**src/rtl/local_history_bp.sv**
```systemverilog
// Two-level local-history branch predictor: per-branch history selects a
// 2-bit saturating counter; reports the miss combinationally and trains each clock.
module local_history_bp #(
    parameter int ID_W   = 3,
    parameter int HIST_W = 2,
    parameter int CNT_W  = 16
) (
    input  logic             clk,
    input  logic             reset,
    input  logic [ID_W-1:0]  branchID,
    input  logic             outcome,
    output logic             miss,
    output logic             prediction,
    output logic [CNT_W-1:0] miss_count
);

    localparam int N_BR  = 1 << ID_W;
    localparam int IDX_W = ID_W + HIST_W;
    localparam int N_PHT = 1 << IDX_W;

    logic [HIST_W-1:0] bht_q [N_BR];
    logic [HIST_W-1:0] bht_d [N_BR];
    logic [1:0]        pht_q [N_PHT];
    logic [1:0]        pht_d [N_PHT];
    logic [CNT_W-1:0]  miss_count_q;
    logic [CNT_W-1:0]  miss_count_d;

    logic [HIST_W-1:0] hist;
    logic [IDX_W-1:0]  idx;
    logic [1:0]        ctr;
    logic [HIST_W:0]   hist_shift;

    assign hist = bht_q[branchID];
    assign idx  = {branchID, hist};
    assign ctr  = pht_q[idx];

    assign prediction = ctr[1] & ~reset;
    assign miss       = (prediction ^ outcome) & ~reset;
    assign miss_count = miss_count_q;

    // Dropping the MSB of {hist, outcome} keeps the newest HIST_W outcomes,
    // which also covers the single-bit history case.
    assign hist_shift = {hist, outcome};

    always_comb begin
        bht_d        = bht_q;
        pht_d        = pht_q;
        miss_count_d = miss_count_q;

        bht_d[branchID] = hist_shift[HIST_W-1:0];

        if (outcome) begin
            if (ctr != 2'b11) begin
                pht_d[idx] = ctr + 2'b01;
            end
        end else begin
            if (ctr != 2'b00) begin
                pht_d[idx] = ctr - 2'b01;
            end
        end

        if (miss && (miss_count_q != {CNT_W{1'b1}})) begin
            miss_count_d = miss_count_q + CNT_W'(1);
        end
    end

    always_ff @(posedge clk) begin
        if (reset) begin
            for (int i = 0; i < N_BR; i++) begin
                bht_q[i] <= '0;
            end
            for (int j = 0; j < N_PHT; j++) begin
                pht_q[j] <= 2'b01;
            end
            miss_count_q <= '0;
        end else begin
            bht_q        <= bht_d;
            pht_q        <= pht_d;
            miss_count_q <= miss_count_d;
        end
    end

endmodule

```
**config.mk**
```make
export PLATFORM = sky130hd
export DESIGN_NAME = local_history_bp
export DESIGN_NICKNAME = d
export VERILOG_FILES = /design/src/rtl/local_history_bp.sv
export SDC_FILE = /design/constraint.sdc
export NUM_CORES = 1
export LEC_CHECK = 0
export ABC_CLOCK_PERIOD_IN_PS = 8900
export CAP_MARGIN = 10
export CORE_MARGIN = 2
export CORE_UTILIZATION = 57
export DETAILED_ROUTE_END_ITERATION = 16
export PLACE_DENSITY = 0.74
export SYNTH_ARGS = -nofsm -noshare
export SYNTH_HDL_FRONTEND = slang
export SYNTH_SLANG_ARGS = --single-unit
```
**constraint.sdc**
```tcl
create_clock -name clk -period 8.9 [get_ports clk]
set_clock_uncertainty 0.2 [all_clocks]
set_input_delay 1.78 -clock clk [delete_from_list [all_inputs] [get_ports clk]]
set_output_delay 1.78 -clock clk [all_outputs]
set_load 0.02 [all_outputs]
```
# After elaboration in Yosys (flattened, before gate mapping)
# Index checks and enable logic that the tools add are counted.
# W data, S select, Z words.
# totals
inputBits	6
register_bits	96
elab_cells	79
# op_classes
bitwise_logic	6
n_eq_ne	3
addsub	3
order_cmp	4
n_reduce_logical	6
mux	16
# op_table
op	count
$mux W64	3
$bwmux W64	2
$add A16 B1 Y16 const B	1
$bwmux W16	1
$ne A16 B16 Y1 const B	1
$mux W2	6
$bmux W2 S5	1
$demux W2 S5	1
$bmux W2 S3	1
$demux W2 S3	1
$ge A6 B6 Y1 const B	1
$lt A6 B1 Y1 const B	1
$not A5 Y6	1
$ge A4 B4 Y1 const B	1
$lt A4 B1 Y1 const B	1
$not A3 Y4	1
$reduce_bool A2 Y1	2
$logic_and A1 B1 Y1	3
$add A2 B1 Y2 const B	1
$and A1 B1 Y1	2
$ne A2 B1 Y1 const B	1
$ne A2 B2 Y1 const B	1
$reduce_and A2 Y1	1
$sub A2 B1 Y2 const B	1
other kinds (2)	2

# Logic depth before layout (Yosys ltp)
# logic_depth
ltp_word	12
mapped_depth	19

# Worst setup path after synthesis
# No wires, ideal clock.
# synth_timing
kind	input port to output port
startpoint	input branchID[0]
endpoint	output miss
setup_slack_ns	2.944
required_time_ns	6.920
t_arrival_ns	3.976
cell_stages	10
path_cell_list	buf_6 > mux4_2 > mux2_4 > buf_6 > buf_6 > a31oi_1 > and4_4 > nand2_1 > xor2_1 > nor2_1
# synth_via
elab_chain_cells	11
# synth_rtl
element	line_no	rtl
start: declaration	10	input logic [ID_W-1:0] branchID,
$not A3 Y4 (not written as such)	33	assign hist = bht_q[branchID];
$bmux W2 S3	33	
$mux W2 (not written as such) (2 in series)	33	
$not A5 Y6 (not written as such) *	35	assign ctr = pht_q[idx];
$bmux W2 S5 *	35	
$mux W2 (not written as such) * (2 in series)	35	
$and A1 B1 Y1 *	37	assign prediction = ctr[1] & ~reset;
$xor A1 B1 Y1 *	38	assign miss = (prediction ^ outcome) & ~reset;
$and A1 B1 Y1 *	38	
end: declaration	12	output logic miss,
# Mark *: on every way between the ends. The rest lies on a longest branch, timed or not. The select of a mux whose other input is x is not followed.

# Worst setup path after layout
# layout_timing
startpoint	input branchID[2]
endpoint	output miss
# Same word-level chain as after synthesis.

==> impl_metrics.csv <==
group,metric,value,unit
status,status,"finished clean",
power_and_ir_drop,swShare,30.0,%
cells_and_area,design_area,5260,um^2
sta,fmax,123,MHz
drt,vias_per_cell,6.32,
global_route,grt_max_degree,63,
yosys,synth.area.top_cells,"dfxtp_1 39%, nand2_1 8.7%, nand3_1 5.7%",
worst_setup_path,crit_arrival,6.14,ns
floorplanning,die_h,96.6,um
cts,cts_hold_buf,0,
drt,dr.pass1.iters,5,
global_route,grt.overflow.total,0,
sta,setup_violations,0,
drt,drt-total-wl,13.3,mm
yosys,ys_ff_latch,96,
yosys,netlist_instances,614,
drt,drt-met1-wl,5.83,mm
yosys,synth_edf_count,0,
yosys,synth.top_cell.area_share,39.3,%
cts,cts_setup_buffers,0,
sta,rsz0062_at_grt,"no",
yosys,syn_avg_cell_area,7.96,um^2
drt,route.met2.wl,6.13,mm
yosys,synth_area,4890,um^2
yosys,yosysUniqueCellTypes,55,
global_route,antenna_found_initial,0,
drt,dr.max_layer_used,"met4",
cells_and_area,fin_nets,618,
worst_setup_path,required,6.92,ns
yosys,synth_top_area_cell,"dfxtp_1",
cts,cts_root_buf,"clkbuf_8",
cts,post_cts_resized,0,
place,pre_cts_ws,0.866,ns
sta,drv_slew,0,
yosys,synth_ff_type,"dfxtp_1",
cells_and_area,layout-drive-gt1-share,7.34,%
global_route,globalRouteTotalUtil,30.2,%
worst_setup_path,worst-path-max-fanout,34,
drt,routedWlPerCell,18.5,um
sta,min_period,8.12,ns
sta,finalWorstSetupSlack,0.784,ns
sta,worst_pin_slew,1.09,ns
worst_hold_path,hold_class,"register to register",
power_and_ir_drop,power_frac_clock,32.6,%
cts,clkTransAtPathRegs,0.09,ns
yosys,synth_fp_nets,623,
floorplanning,start_util,59.2,%
floorplanning,die_area,9330,um^2
drt,drt-initial-drc-count,409,
place,place_area,5070,um^2
cells_and_area,area.growth.synth_to_final,7.65,%
power_and_ir_drop,p_switching,264,uW
power_and_ir_drop,internal_power,618,uW
place,place_inst,703,
yosys,synth_warnings,0,
floorplanning,core_region_area,8260,um^2
drt,drc_errors,0,
cells_and_area,num-fill-cells,746,
cells_and_area,instances_no_fill,718,
cts,h-tree-depth,3,
place,dpl.hpwl,8.82,mm
worst_setup_path,crit_path_start_kind,"input port",
sta,max_slew_margin,27.1,%
place,io_buffers,23,
power_and_ir_drop,leakage,0.00200,uW
flow_run,max_cap_viol_count,0,
worst_hold_path,hold_depth,2,
cts,cts.sinks,96,
cts,clockBufferDepth,2,
floorplanning,ioPinCount,24,
worst_setup_path,r2r_cells,12,
power_and_ir_drop,peakVddDrop,90.4,uV
floorplanning,rows,33,
yosys,synth-seq-area-share,39.3,%
cts,cts_tree,"built",
sta,hold_viol,0,
drt,vias,4535,
global_route,grt_pass1_wl,21.2,mm
drt,met3_length,982,um
drt,postRouteAntennaNets,0,
yosys,synthArstFlopShare,0,%
place,gp_congestion,0.899,
worst_setup_path,critPathKind,"input port to output pin",
cts,clk_latency,0.38,ns
power_and_ir_drop,p_seq_share,50.5,%
sta,fin_crit_sh,91.2,%
yosys,ys_top_cells_by_count,"113 x nand2_1, 96 x dfxtp_1, 60 x nor2_1",
worst_setup_path,endpoint_kind,"output pin",
global_route,first_global_vias,4120,
cts,cts_buffers,9,
sta,tns,0,ns
yosys,yosysMostFrequentCell,"nand2_1",
floorplanning,dieWidth,96.6,um
power_and_ir_drop,powerDensity,168,nW/um^2
cells_and_area,diodes,0,
power_and_ir_drop,pwr-share-comb,16.8,%
[path summary, 6_finish.rpt]
check / slack (ns) / to / from
worst max-delay path: 0.78 / miss / branchID[2]
worst max register to register: 3.80 / register / bht_q[2]$_SDFFE_PP0P_
worst min register to register: 0.27 / pht_q[5]$_SDFFE_PP0P_ / pht_q[5]$_SDFFE_PP0P_
worst min-delay path: 0.27 / pht_q[5]$_SDFFE_PP0P_ / pht_q[5]$_SDFFE_PP0P_
[critical path, cell delays in order]
cell and delay (ns):
clkdlybuf4s50_1 0.89, mux2i_1 0.37, o22ai_1 0.33, nor2_4 0.76
mux2_2 0.41, nor3_1 0.40, o31ai_4 0.14, nand2_1 0.21
xor2_1 0.10, nor2_1 0.13, clkdlybuf4s50_1 0.61
[power groups by stage]
stage               logic, uW  clock network [uW]  registers (uW)
floorplan                 107                   0             454
global placement          142                   0             455
detailed placement        144                   0             455
CTS                       146                 290             445
global route              161                 307             447
finish                    149                 288             446
[kinds of logic (layout without fill, tap and decap cells)]
kind of cell             after synthesis  in the layout  synth area share (%)
AND/OR/NAND/NOR                      276            276                  25.6
flip-flops                            96             96                  39.3
AO/OA/AOI/OAI                        150            150                  19.9
multiplexers                          39             39                  9.37
adder cells (fa/ha/maj)                3              3                 0.768
buffers and inverters                 48             47                  4.71
XOR/XNOR                               2              2                 0.358
[layout make-up]
cell class,count,area (um^2),share of cell area (%)
Clock buffer,12,145,2.76
Clock inverter,3,42.5,0.809
Inverter,4,15.0,0.285
Multi-Input combinational cell,470,2740,52.1
Sequential cell,96,1920,36.5
Tap cell,105,131,2.50
Timing Repair Buffer,28,263,4.99
[placed cells by master, fill, tap and decap left out, types with 3 or more instances in the layout]
master and instances:
mux2i_1 24, ha_1 3, a31oi_1 11, o211ai_2 3, and3_1 7, buf_4 5
nand3_1 56, nand2b_1 3, a21o_1 3, nor2_1 60, mux2_1 3, dfxtp_1 96
mux2_4 4, o21ai_0 41, mux2_2 5, or4_1 3, inv_1 3, a21oi_1 34
o22ai_1 5, and2_1 10, o21ai_1 4, nand2_1 113, nor2b_1 9, nor3_1 4
nand4_1 3, a211oi_1 15, o211ai_1 19, clkbuf_8 10, clkdlybuf4s50_1 22
[layer usage]
| layer | up-vias | track usage [%] |
|---|---|---|
| met2 | 203 | 48.3 |
| met5 | - | 0 |
| met3 | 33 | 6.28 |
| li1 | 2163 | - |
| met4 | 0 | 10.8 |
| met1 | 2136 | 40.5 |
[through the flow]
| stage | util (%) | hold WS (ns) | total power (uW) |
|---|---|---|---|
| 3_3_place_gp | 61.4 | 0.248 | 597 |
| 2_1_floorplan | - | 0.232 | 561 |
| 4_1_cts | 63.7 | 0.268 | 881 |
| 6_report | 63.7 | 0.267 | 882 |
| 5_1_grt | 63.7 | 0.295 | 914 |
| 3_5_place_dp | 61.4 | 0.256 | 600 |
No activity file was read; power rests on OpenSTA's default activity.
